[config.mk]
export PLATFORM = sky130hd
export DESIGN_NAME = mem_arbiter
export DESIGN_NICKNAME = d
export VERILOG_FILES = /design/src/rtl/lib_cpu.sv /design/src/rtl/mem_arbiter.sv
export SDC_FILE = /design/constraint.sdc
export NUM_CORES = 1
export LEC_CHECK = 0
export CAP_MARGIN = 0
export CORE_MARGIN = 3
export CORE_UTILIZATION = 41
export DETAILED_ROUTE_END_ITERATION = 7
export HOLD_SLACK_MARGIN = 0.06
export MAX_ROUTING_LAYER = met4
export PLACE_DENSITY_LB_ADDON = 0.1
export SLEW_MARGIN = 40
export SYNTH_ARGS = -nofsm -noshare
export SYNTH_HDL_FRONTEND = slang
export SYNTH_SLANG_ARGS = --single-unit
[constraint.sdc]
create_clock -name clk -period 4.6 [get_ports clk]
set_input_delay 1.38 -clock clk [delete_from_list [all_inputs] [get_ports clk]]
set_output_delay 1.38 -clock clk [all_outputs]
set_load 0.02 [all_outputs]
[src/rtl/lib_cpu.sv]
// lib_cpu: shared CPU-side types and defaults.
// Holds the memory arbiter FSM state and owner enums.
package lib_cpu;

   typedef enum logic [1:0] {
      ARB_IDLE,
      ARB_BUSY,
      ARB_RESP
   } ARB_STATE;

   typedef enum logic {
      OWN_I,
      OWN_D
   } ARB_OWNER;

   localparam int ARB_TIMEOUT_DEFAULT = 255;

endpackage

[src/rtl/mem_arbiter.sv]
// mem_arbiter: shares one variable-latency memory between the fetch port
// and the data port, with data priority and one-shot fairness.
//
// Ports:
//   clk, reset             clock, synchronous active-high reset
//   i_req, i_addr          fetch request (read only)
//   i_ready, i_rdata       fetch completion pulse and data
//   d_req, d_we, d_addr,
//   d_wdata                data request (load/store)
//   d_ready, d_rdata       data completion pulse and load data
//   err                    qualifies a ready pulse: access timed out
//   m_req, m_we, m_addr,
//   m_wdata                memory command, held until ack or abort
//   m_rdata, m_ack         memory read data and completion pulse
module mem_arbiter
   import lib_cpu::*;
#(
   parameter int AW      = 32,
   parameter int DW      = 32,
   parameter int TIMEOUT = ARB_TIMEOUT_DEFAULT
) (
   input  logic          clk,
   input  logic          reset,
   input  logic          i_req,
   input  logic [AW-1:0] i_addr,
   output logic          i_ready,
   output logic [DW-1:0] i_rdata,
   input  logic          d_req,
   input  logic          d_we,
   input  logic [AW-1:0] d_addr,
   input  logic [DW-1:0] d_wdata,
   output logic          d_ready,
   output logic [DW-1:0] d_rdata,
   output logic          err,
   output logic          m_req,
   output logic          m_we,
   output logic [AW-1:0] m_addr,
   output logic [DW-1:0] m_wdata,
   input  logic [DW-1:0] m_rdata,
   input  logic          m_ack
);

   localparam int CW = $clog2(TIMEOUT + 1);
   localparam logic [CW-1:0] CNT_MAX  = CW'(TIMEOUT);
   localparam logic [CW-1:0] CNT_LAST = CW'(TIMEOUT - 1);

   ARB_STATE      state;
   ARB_STATE      nxt;
   ARB_OWNER      owner;
   logic          we_r;
   logic [AW-1:0] addr_r;
   logic [DW-1:0] wdata_r;
   logic [DW-1:0] cap_r;
   logic          err_r;
   logic          last_d;
   logic [CW-1:0] cnt;

   logic          gnt_d;
   logic          gnt_i;
   logic          busy_to;

   always_ff @(posedge clk) begin
      if (reset) begin
         state   <= ARB_IDLE;
         owner   <= OWN_I;
         we_r    <= 1'b0;
         addr_r  <= '0;
         wdata_r <= '0;
         cap_r   <= '0;
         err_r   <= 1'b0;
         last_d  <= 1'b0;
         cnt     <= '0;
      end else begin
         state <= nxt;
         unique case (state)
            ARB_IDLE: begin
               if (gnt_d || gnt_i) begin
                  if (gnt_d) begin
                     owner  <= OWN_D;
                     addr_r <= d_addr;
                  end else begin
                     owner  <= OWN_I;
                     addr_r <= i_addr;
                  end
                  // Fetches never write; loads carry no write data.
                  we_r    <= gnt_d & d_we;
                  wdata_r <= (gnt_d && d_we) ? d_wdata : '0;
                  last_d  <= gnt_d;
                  cnt     <= '0;
               end
            end
            ARB_BUSY: begin
               // An ack on the final allowed cycle still completes normally.
               if (m_ack) begin
                  cap_r <= m_rdata;
                  err_r <= 1'b0;
               end else begin
                  if (busy_to) begin
                     cap_r <= '0;
                     err_r <= 1'b1;
                  end
                  if (cnt != CNT_MAX) begin
                     cnt <= cnt + CW'(1);
                  end
               end
            end
            default: begin
            end
         endcase
      end
   end

   always_comb begin
      nxt     = state;
      gnt_d   = 1'b0;
      gnt_i   = 1'b0;
      busy_to = 1'b0;
      m_req   = 1'b0;
      i_ready = 1'b0;
      d_ready = 1'b0;
      err     = 1'b0;
      unique case (state)
         ARB_IDLE: begin
            // Data wins, except right after a data grant when fetch waits.
            gnt_d = d_req & (~i_req | ~last_d);
            gnt_i = i_req & ~gnt_d;
            if (gnt_d || gnt_i) begin
               nxt = ARB_BUSY;
            end
         end
         ARB_BUSY: begin
            m_req   = 1'b1;
            busy_to = (cnt == CNT_LAST);
            if (m_ack || busy_to) begin
               nxt = ARB_RESP;
            end
         end
         ARB_RESP: begin
            i_ready = (owner == OWN_I);
            d_ready = (owner == OWN_D);
            err     = err_r;
            nxt     = ARB_IDLE;
         end
         default: begin
            nxt = ARB_IDLE;
         end
      endcase
   end

   assign m_we    = we_r;
   assign m_addr  = addr_r;
   assign m_wdata = wdata_r;
   assign i_rdata = cap_r;
   assign d_rdata = cap_r;

endmodule
==> flow_summary.yaml <==
critical_path:
  r2r_slack_ns: 2.29
  cp-end-kind: "output pin"
  reg2reg_to: "d_rdata[10]$_SDFFE_PP0P_"
  cp_data_arrival_time_ns: 2.32
  cp.required_ns: 3.22
  r2r_cells: 5
  cpMaxStageDelayCell: "dfxtp_1"
  critPathLaunchType: "flip-flop"
  r2r_start: "state[0]$_SDFFE_PP0P_"
  crit_chain: "nand2b_2 > inv_1 > clkdlybuf4s50_1"
  crit_type: "flip-flop to output pin"
  worstPathMaxFanout: 34
  cpPeakStageDelay_ns: 0.67
sta:
  setup-violations-final: 0
  fin_crit_sh_pct: 80.4
  tns_ns: 0
  rsz0062_at_grt: "no"
  fin_skew_ns: 0.0150
  clock.fmax_mhz: 270
  tightest_slew_ns: 0.728
  setup_ws_ns: 0.902
  relSlewSlack_pct: 51.5
  maxSlewViolCount: 0
  final.min_clock_period_ns: 3.70
  hold_viol: 0
power:
  p_int_w: 0.00156
  pwr_density_cell_nw_per_um2: 301
  p_switching_w: 0.000601
  peakVddDrop_mv: 0.148
  leakage_nw: 2.43
  comb_power_share_pct: 24.3
  pwr-share-clk_pct: 27.9
  p_sw_share_pct: 27.7
  power_frac_seq_pct: 47.7
global_route:
  grt_use_met1_pct: 26.8
  antenna_found_initial: 0
  met3_usage_pct: 5.95
  grt_first_pass_wirelength_um: 23500
  grt_usage_pct: 23.9
  grt_max_degree: 71
  use_met2_pct: 42.3
  grt_pass1_vias: 4548
  grt_busiest_layer: "met2"
  overflow: 0
placed_design:
  numPortBuffers: 266
  place_ws_ns: 1.19
  placed_area_um2: 6970
  place.gp.congestion: 0.863
  dp.cells: 840
  dpl.hpwl_um: 11100
clock_network:
  cts_resized: 0
  insertion_delay_ns: 0.35
  clkSinkCount: 109
  cts_tree: "done"
  numCtsBuffers: 9
  cts.path.max_buffers: 2
  hold_buffers: 0
  post_cts_buffers: 0
  root_buffer: "clkbuf_8"
  clk_pin_slew_ns: 0.10
  cts_htree_levels: 3
floorplanning:
  die-area_um2: 12300
  io_pins: 267
  start_util_pct: 43.0
  row_count: 37
  coreArea_um2: 10500
  dieWidth_um: 111
  chipHeight_um: 111
yosys:
  synth_edf_count: 0
  yosys.area.top_type: "dfxtp_1"
  yosys-top-cells-area: "dfxtp_1 48%, a21oi_1 8.4%, o221ai_1 6.2%"
  seq_area_frac_synth_pct: 48.3
  ys_ff_latch: 109
  ys_types: 39
  synth_top_area_share_pct: 48.3
  avgSynthCellArea_um2: 8.91
  netlist_area_um2: 4520
  syn_inst: 507
  ys.warnings.count: 0
  syn-num-nets: 643
  synthFlopType: "dfxtp_1"
  ys_async_sr_fraction_pct: 0
outcome:
  status: "completed"
run:
  max_cap_viol_count: 0
hold_path:
  worstHoldStart: "m_addr[12]$_SDFFE_PP0P_"
  hold_end: "m_addr[12]$_SDFFE_PP0P_"
  hold_path_class: "flip-flop to flip-flop"
  holdPathStages: 2
routing:
  drt_iter0_drc: 316
  wl_per_cell_um: 17.2
  drcViolationCount: 0
  vias_per_cell: 5.35
  antenna_left: 0
  route.vias.total: 4574
  firstDrtPassIters: 6
  routed_wl_um: 14700
finish:
  instances_no_fill: 855
  layout.core_utilization_pct: 68.5
  fin_area_um2: 7190
  area_growth_pct: 59.2
  num-nets-final: 852
  antenna_cells_inserted: 0
  drive_gt1_share_pct: 7.37
[layout by cell type, fill, tap and decap left out, drive strengths merged]
cell           Yosys  final
clkdlybuf4s50      0    265
dfxtp            109    109
a21oi             76     76
nand2             68     68
nor2              36     36
o21ai             35     35
o221ai            32     32
a22oi             32     32
clkbuf            25     10
buf               52     10
or4                5      5
inv                3      3
nand3              3      3
o31ai              3      3
nand2b             3      3
nor3               3      3
and3b              2      2
nand4              2      2
o41ai              2      2
or3                2      2
ha                 2      2
bufinv             0      2
clkinvlp           0      2
and2               2      2
and4               2      2
nor3b              1      1
a21bo              1      1
nor4b              1      1
or2                1      1
a41oi              1      1
nor4               1      1
mux2i              1      1
a211oi             1      1
[synthesized netlist by cell type, types with 3 or more instances]
cell        n
buf_2      14
a21oi_1    76
or4_1       5
o21ai_0    34
buf_6       4
o221ai_1   32
buf_4      34
a22oi_1    22
o31ai_1     3
nand3_1     3
clkbuf_1   24
nor2_2     10
dfxtp_1   109
nand2_1    68
nor2_1     26
inv_1       3
a22oi_2    10
[state kept, by name, indices dropped and copies added (netlist names)]
| signal | cells |
|---|---|
| d_rdata | 32 |
| m_addr | 32 |
| m_wdata | 32 |
| cnt | 8 |
| state | 2 |
| err_r | 1 |
| m_we | 1 |
| owner | 1 |
[layer usage]
| layer | wire length [um] | up-vias |
|---|---|---|
| met5 | 0 | - |
| met4 | 244 | 0 |
| met3 | 1150 | 18 |
| met2 | 7590 | 219 |
| met1 | 5690 | 2142 |
| li1 | - | 2195 |
[how the worst max path moves through the flow]
stage / start / to / cells after the start
global placement: d_req / m_addr[0]$_SDFFE_PP0P_ / 6
floorplan: d_req / m_wdata[13]$_SDFFE_PP0P_ / 6
finish: state[0]$_SDFFE_PP0P_ / m_req / 3
CTS: state[0]$_SDFFE_PP0P_ / m_req / 3
global route: state[0]$_SDFFE_PP0P_ / m_req / 3
detailed placement: d_req / m_addr[30]$_SDFFE_PP0P_ / 6
[logic make-up after synthesis]
kind of cell / Yosys count / share of synthesized area, %
AO/OA/AOI/OAI: 183 / 26.4
AND/OR/NAND/NOR: 132 / 14.0
flip-flops: 109 / 48.3
buffers and inverters: 80 / 10.5
adder cells (fa/ha/maj): 2 / 0.554
multiplexers: 1 / 0.221
[critical path: cells and delay by family (launching register included)]
family / cells / cell delay, ns
and+or+nand+nor: 1 / 0.46
DFF: 1 / 0.67
buffers and inverters: 2 / 0.85
[through the flow]
stage,hold WS (ns),total power [W]
6_report,0.460,0.00216
5_1_grt,0.481,0.00226
4_1_cts,0.462,0.00218
3_5_place_dp,0.449,0.00158
3_3_place_gp,0.442,0.00157
2_1_floorplan,0.456,0.00131
[power by group through the flow]
stage	logic (W)	clock network [W]	registers, W
2_1_floorplan	0.000208	0	0.00111
3_3_place_gp	0.000519	0	0.00105
3_5_place_dp	0.000526	0	0.00105
4_1_cts	0.000528	0.000620	0.00103
5_1_grt	0.000563	0.000658	0.00104
6_report	0.000526	0.000605	0.00103
[layout make-up]
type / count / area, um2
fillers: 883 / 3310
repair buffers: 275 / 2740
flip-flops and latches: 109 / 2180
multi-input cells: 318 / 1890
well taps: 136 / 170
clock buffers: 10 / 128
clock inverters: 4 / 75.1
inverters: 3 / 11.3
(Power assumes the default switching activity.)
